==> src/rtl/pic_uart_dump_if.sv <==
// rtl/pic_uart_dump_if.sv - picture RAM read port and UART byte stream bundle
interface pic_uart_dump_if #(
  parameter int ADDR_W = 17
) ();
  logic              rd_en;
  logic [ADDR_W-1:0] rd_addr;
  logic [23:0]       rd_data;
  logic [7:0]        tx_data;
  logic              tx_vld;
  logic              tx_rdy;

  modport master (
    output rd_en, rd_addr, tx_data, tx_vld,
    input  rd_data, tx_rdy
  );

  modport slave (
    input  rd_en, rd_addr, tx_data, tx_vld,
    output rd_data, tx_rdy
  );
endinterface

==> src/rtl/pic_uart_dump.sv <==
// rtl/pic_uart_dump.sv - dumps the picture RAM as lowercase ASCII hex over the UART byte stream
module pic_uart_dump #(
  parameter int PIX_NUM = 129600,
  parameter int ADDR_W  = 17,
  parameter int RD_LAT  = 1
) (
  input  logic           clk,
  input  logic           rst_n,
  input  logic           start,
  input  logic           abort,
  pic_uart_dump_if.master bus,
  output logic           busy,
  output logic           done
);

  localparam logic [2:0] S_IDLE = 3'd0;
  localparam logic [2:0] S_READ = 3'd1;
  localparam logic [2:0] S_WAIT = 3'd2;
  localparam logic [2:0] S_SEND = 3'd3;
  localparam logic [2:0] S_NEXT = 3'd4;
  localparam logic [2:0] S_DONE = 3'd5;

  localparam int                WW        = (RD_LAT > 1) ? $clog2(RD_LAT) : 1;
  localparam logic [WW-1:0]     LAST_WAIT = WW'(RD_LAT - 1);
  localparam logic [ADDR_W-1:0] LAST_ADDR = ADDR_W'(PIX_NUM - 1);

  logic [2:0]        r_state;
  logic [ADDR_W-1:0] r_addr;
  logic [2:0]        r_nib;
  logic [23:0]       r_pix;
  logic [WW-1:0]     r_wait;
  logic              r_rd_en;
  logic [7:0]        r_tx_data;
  logic              r_tx_vld;
  logic              r_busy;
  logic              r_done;
  logic              w_hs;

  function automatic logic [7:0] f_ascii(input logic [3:0] n);
    return (n <= 4'd9) ? (8'h30 + {4'h0, n}) : (8'h57 + {4'h0, n});
  endfunction

  function automatic logic [3:0] f_nib(input logic [23:0] p, input logic [2:0] i);
    case (i)
      3'd0:    return p[23:20];
      3'd1:    return p[19:16];
      3'd2:    return p[15:12];
      3'd3:    return p[11:8];
      3'd4:    return p[7:4];
      default: return p[3:0];
    endcase
  endfunction

  assign w_hs        = r_tx_vld & bus.tx_rdy;
  assign bus.rd_en   = r_rd_en;
  assign bus.rd_addr = r_addr;
  assign bus.tx_data = r_tx_data;
  assign bus.tx_vld  = r_tx_vld;
  assign busy        = r_busy;
  assign done        = r_done;

  always_ff @(posedge clk or negedge rst_n) begin
    if (!rst_n) begin
      r_state   <= S_IDLE;
      r_addr    <= '0;
      r_nib     <= '0;
      r_pix     <= '0;
      r_wait    <= '0;
      r_rd_en   <= 1'b0;
      r_tx_data <= 8'h00;
      r_tx_vld  <= 1'b0;
      r_busy    <= 1'b0;
      r_done    <= 1'b0;
    end else if (abort && r_state != S_IDLE) begin
      // a handshake in this cycle has already completed on the bus
      r_state  <= S_IDLE;
      r_rd_en  <= 1'b0;
      r_tx_vld <= 1'b0;
      r_busy   <= 1'b0;
      r_done   <= 1'b0;
    end else begin
      case (r_state)
        S_IDLE, S_DONE: begin
          if (start) begin
            r_addr  <= '0;
            r_done  <= 1'b0;
            r_busy  <= 1'b1;
            r_rd_en <= 1'b1;
            r_state <= S_READ;
          end
        end
        S_READ: begin
          r_rd_en <= 1'b0;
          r_wait  <= '0;
          r_state <= S_WAIT;
        end
        S_WAIT: begin
          if (r_wait == LAST_WAIT) begin
            // first character is loaded straight from the RAM word
            r_pix     <= bus.rd_data;
            r_nib     <= 3'd0;
            r_tx_data <= f_ascii(bus.rd_data[23:20]);
            r_tx_vld  <= 1'b1;
            r_state   <= S_SEND;
          end else begin
            r_wait <= r_wait + 1'b1;
          end
        end
        S_SEND: begin
          if (w_hs) begin
            if (r_nib == 3'd5) begin
              r_tx_vld <= 1'b0;
              r_state  <= S_NEXT;
            end else begin
              r_nib     <= r_nib + 3'd1;
              r_tx_data <= f_ascii(f_nib(r_pix, r_nib + 3'd1));
            end
          end
        end
        S_NEXT: begin
          if (r_addr == LAST_ADDR) begin
            r_busy  <= 1'b0;
            r_done  <= 1'b1;
            r_state <= S_DONE;
          end else begin
            r_addr  <= r_addr + 1'b1;
            r_rd_en <= 1'b1;
            r_state <= S_READ;
          end
        end
        default: r_state <= S_IDLE;
      endcase
    end
  end

endmodule

==> src/flat_wrapper.sv <==
// flat-port wrapper written by rule: the top's interface ports become plain ports
module pic_uart_dump_flat 
#(
  parameter int PIX_NUM = 129600,
  parameter int ADDR_W  = 17,
  parameter int RD_LAT  = 1
)
  (clk, rst_n, start, abort, busy, done, bus_rd_en, bus_rd_addr, bus_tx_data, bus_tx_vld, bus_rd_data, bus_tx_rdy);
  pic_uart_dump_if #(.ADDR_W(ADDR_W)) bus_i ();
  input  logic clk;
  input  logic rst_n;
  input  logic start;
  input  logic abort;
  output logic busy;
  output logic done;
  output wire logic [$bits(bus_i.rd_en)-1:0] bus_rd_en;
  output wire logic [$bits(bus_i.rd_addr)-1:0] bus_rd_addr;
  output wire logic [$bits(bus_i.tx_data)-1:0] bus_tx_data;
  output wire logic [$bits(bus_i.tx_vld)-1:0] bus_tx_vld;
  input wire logic [$bits(bus_i.rd_data)-1:0] bus_rd_data;
  input wire logic [$bits(bus_i.tx_rdy)-1:0] bus_tx_rdy;
  assign bus_rd_en = bus_i.rd_en;
  assign bus_rd_addr = bus_i.rd_addr;
  assign bus_tx_data = bus_i.tx_data;
  assign bus_tx_vld = bus_i.tx_vld;
  assign bus_i.rd_data = bus_rd_data;
  assign bus_i.tx_rdy = bus_tx_rdy;
  pic_uart_dump #(.PIX_NUM(PIX_NUM), .ADDR_W(ADDR_W), .RD_LAT(RD_LAT)) u_core (.clk(clk), .rst_n(rst_n), .start(start), .abort(abort), .bus(bus_i), .busy(busy), .done(done));
endmodule
==> config.mk <==
export PLATFORM = sky130hd
export DESIGN_NAME = pic_uart_dump_flat
export DESIGN_NICKNAME = d
export VERILOG_FILES = /design/src/rtl/pic_uart_dump_if.sv /design/src/rtl/pic_uart_dump.sv /design/src/flat_wrapper.sv
export SDC_FILE = /design/constraint.sdc
export NUM_CORES = 1
export LEC_CHECK = 0
export CORE_AREA = 2 2 89 91
export CTS_CLUSTER_DIAMETER = 150
export DETAILED_ROUTE_END_ITERATION = 10
export DIE_AREA = 0 0 91 93
export PLACE_DENSITY_LB_ADDON = 0.12
export SYNTH_ARGS = -nofsm -noshare
export SYNTH_HDL_FRONTEND = slang
export SYNTH_SLANG_ARGS = --single-unit
==> constraint.sdc <==
create_clock -name clk -period 3.5 [get_ports clk]
set_input_delay 1.05 -clock clk [delete_from_list [all_inputs] [get_ports clk]]
set_output_delay 1.05 -clock clk [all_outputs]
set_load 0.02 [all_outputs]
==> key figures <==
Place
  – Placer congestion estimate: 0.822
  – IO buf count: 56
  – Placed insts: 471
  – Hpwl dp: 5460 um

STA
  – Final setup fails: 0
  – Max-slew headroom: 58.5%
  – Max Freq: 0.338 GHz
  – Min cycle time layout: 2.95 ns
  – Worst slew pin tran: 0.622 ns
  – RSZ-0062 raised after global routing: no
  – Slew Viols, Final: 0
  – Final setup TNS: 0 ns
  – Final Skew: 0.00701 ns
  – Fin crit share: 84.4%
  – Hold Vio Cnt, Final: 0

Synth
  – Mean Syn Cell Area: 10.3 sq um
  – Prevailing post-synth register cell: dfrtp_1
  – Area leader, netlist: dfrtp_1
  – Share of the synthesized area in the top cell type: 44.2%
  – Register area share after synthesis: 44.2%
  – Post-Syn Area: 3280 sq um
  – Synth unique cells: 66
  – Synth Warn #: 0
  – Post-Synthesis Cells: 319
  – Ys async rst share: 100%
  – Count leader, synth: dfrtp_1
  – Synth area leaders: dfrtp_1, mux2_2, ha_1
  – Register bit count reported by yosys: 58
  – Commonest cells post-synth: dfrtp_1, nand2_1, mux2_2, o21ai_0, a21oi_1
  – Post-synth EDFFs: 0
  – Net count of the mapped netlist: 358

Pwr
  – Switching fraction of total power: 35.8%
  – Pwr dens: 652 nW/um^2
  – Logic pwr share: 38.1%
  – Net Switching: 0.967 mW
  – Max VDD drop: 0.294 mV
  – Pwr Total: 2.70 mW
  – Pint: 1.73 mW
  – Clock share of power: 22.3%
  – Static Leak: 1.67 nW
  – Seq pwr share: 39.5%

Critical path
  – Delay of the slowest cell on the worst path: 0.58 ns
  – Critical setup path kind: input pin to flip-flop
  – Critical-path cell list: clkdlybuf4s50_1 -> nand4b_1 -> nand4bb_1 -> o211ai_4 -> or4_1 -> a21oi_1
  – Endpoint class of the critical path: flip-flop
  – Bufs and invs on worst path: 1
  – Critical path peak fanout: 18
  – CP delay by family, top: simple AND/OR/NAND/NOR gates
  – Crit path DAT: 3.21 ns
  – Slowest cell on crit path: clkdlybuf4s50_1
  – Startpoint types: input pin
  – Critical path required time: 3.76 ns

Cells and area
  – Final Instance Count excl. Fillers: 486
  – Layout Nets: 419
  – Layout cell share with drive strength beyond 1: 16.4%
  – # diodes: 0
  – Area delta synth->final: 26.1%
  – Fillers: 702

Floorplanning
  – I/O pin cnt: 58
  – Die area: 8460 sq um
  – Initial Utilization: 43.6%
  – Die width: 91 um
  – Die Y: 93 um
  – Number of cell rows: 32
  – Area of the core: 7530 sq um

Drt
  – Routed WL: 7520 um
  – WL per Instance: 15.5 um
  – Vias per std cell: 5.41
  – Drt pass-1 iters: 4
  – DR DRC count: 0
  – ANT nets after route: 0
  – Via count: 2,627
  – Initial DRC count: 139

Clocking
  – CTS tree: yes
  – Post-CTS setup buffer count: 0
  – Root Buffer: clkbuf_8
  – Clock buffer depth: 2
  – CTS clock-pin slew for the worst setup and hold paths: 0.07 ns
  – H-tree levels: 3
  – PostCTS Resize Cnt: 0
  – Post-CTS Hold Fix Bufs: 0
  – Clk sink count: 58
  – Clk Latency, worst-skew pair: 0.33 ns
  – Num CTS Buffers: 9

GRT
  – GRT Residual Overflow: 0
  – Vias in the first global route: 2,581
  – Initial antenna violation count: 0
  – First-pass GRT wire length: 12,700 um
  – Largest net degree at the start of global routing: 29
  – All-Layer GR Usage: 19.0%

Min path
  – Worst Hold Class: flip-flop to flip-flop

Run
  – Max-Cap Viols: 0

Run status
  – Status: completed
==> layer usage <==
metal / part of all wire, % / GRT usage [%] / up-vias
li1: - / - / 1296
met1: 49 / 26.6 / 1268
met2: 45 / 28.3 / 56
met3: 4.6 / 5.56 / 7
met4: 0.96 / 6.06 / 0
met5: 0 / 0 / -
==> area by class of cell <==
cell class	instances	area [sq um]	share of cell area [%]
multi-input combinational	235	1700	41.1
inverter	12	45.0	1.09
tap	102	128	3.08
sequential	58	1450	35.0
timing repair buffer	64	628	15.2
clock buffer	12	145	3.50
clock inverter	3	40.0	0.967
==> cell usage in the layout (no fill, tap or decap), types with 7 or more instances in the layout <==
master and count:
a21oi_1 19, a22oi_1 7, buf_4 7, clkbuf_8 10, clkdlybuf4s50_1 55, dfrtp_1 58
ha_1 10, inv_1 12, mux2_2 24, nand2_1 27, nor2_1 17, nor3_1 10
o21ai_0 22, or3_1 12
==> path summary, 6_finish.rpt <==
check	start	end	slack, ns	cells after the start
max in group asynchronous	rst_n	u_core.r_pix[13]	2.18	2
min in group asynchronous	rst_n	u_core.bus.rd_addr[12]	0.63	1
setup / recovery	abort	u_core.bus.rd_addr[10]	0.55	6
hold / removal	u_core.bus.tx_data[4]	u_core.bus.tx_data[4]	0.48	2
setup reg to reg	u_core.r_nib[1]	u_core.bus.tx_data[6]	0.62	10
hold reg to reg	u_core.bus.tx_data[4]	u_core.bus.tx_data[4]	0.48	2
==> power by group through the flow <==
stage / clock (mW) / sequential (mW) / combinational [mW]
after floorplan: 0 / 1.06 / 0.694
after global placement: 0 / 1.07 / 1.01
after detailed placement: 0 / 1.08 / 1.03
after CTS: 0.618 / 1.07 / 1.04
after global routing: 0.648 / 1.10 / 1.14
final: 0.604 / 1.07 / 1.03
==> cell families (layout without fill, tap and decap cells) <==
group / after synthesis / count (layout) / share of synthesized area (%)
XOR/XNOR: 4 / 4 / 1.30
AND/OR/NAND/NOR: 110 / 110 / 18.6
multiplexers: 27 / 27 / 9.30
AO/OA/AOI/OAI: 83 / 83 / 18.8
buffers and inverters: 26 / 91 / 3.92
adder cells (fa/ha/maj): 10 / 10 / 3.81
other: 1 / 1 / 0.114
flip-flops: 58 / 58 / 44.2
==> flip-flops by register name, indices dropped and copies added (netlist names) <==
signal and flops:
u_core.bus.rd_addr 17, u_core.bus.rd_en 1, u_core.bus.tx_data 7, u_core.bus.tx_vld 1, u_core.busy 1, u_core.done 1, u_core.r_nib 3, u_core.r_pix 24
u_core.r_state 3
==> worst min-delay path: stages, from the launching register on <==
cell	delay, ns
dfrtp_1	0.34
nand2_1	0.04
o21ai_0	0.06
==> per-stage QoR <==
step	utilization [%]	setup WS, ns	cell area [sq um]	hold WS (ns)
5_1_grt	55.0	0.372	4140	0.527
3_5_place_dp	52.6	0.218	3960	0.470
4_1_cts	55.0	0.572	4140	0.484
2_1_floorplan	-	0.813	3280	0.480
3_3_place_gp	52.6	0.324	3960	0.463
6_report	55.0	0.546	4140	0.477
Note: power is estimated with default switching activity, not from simulation.
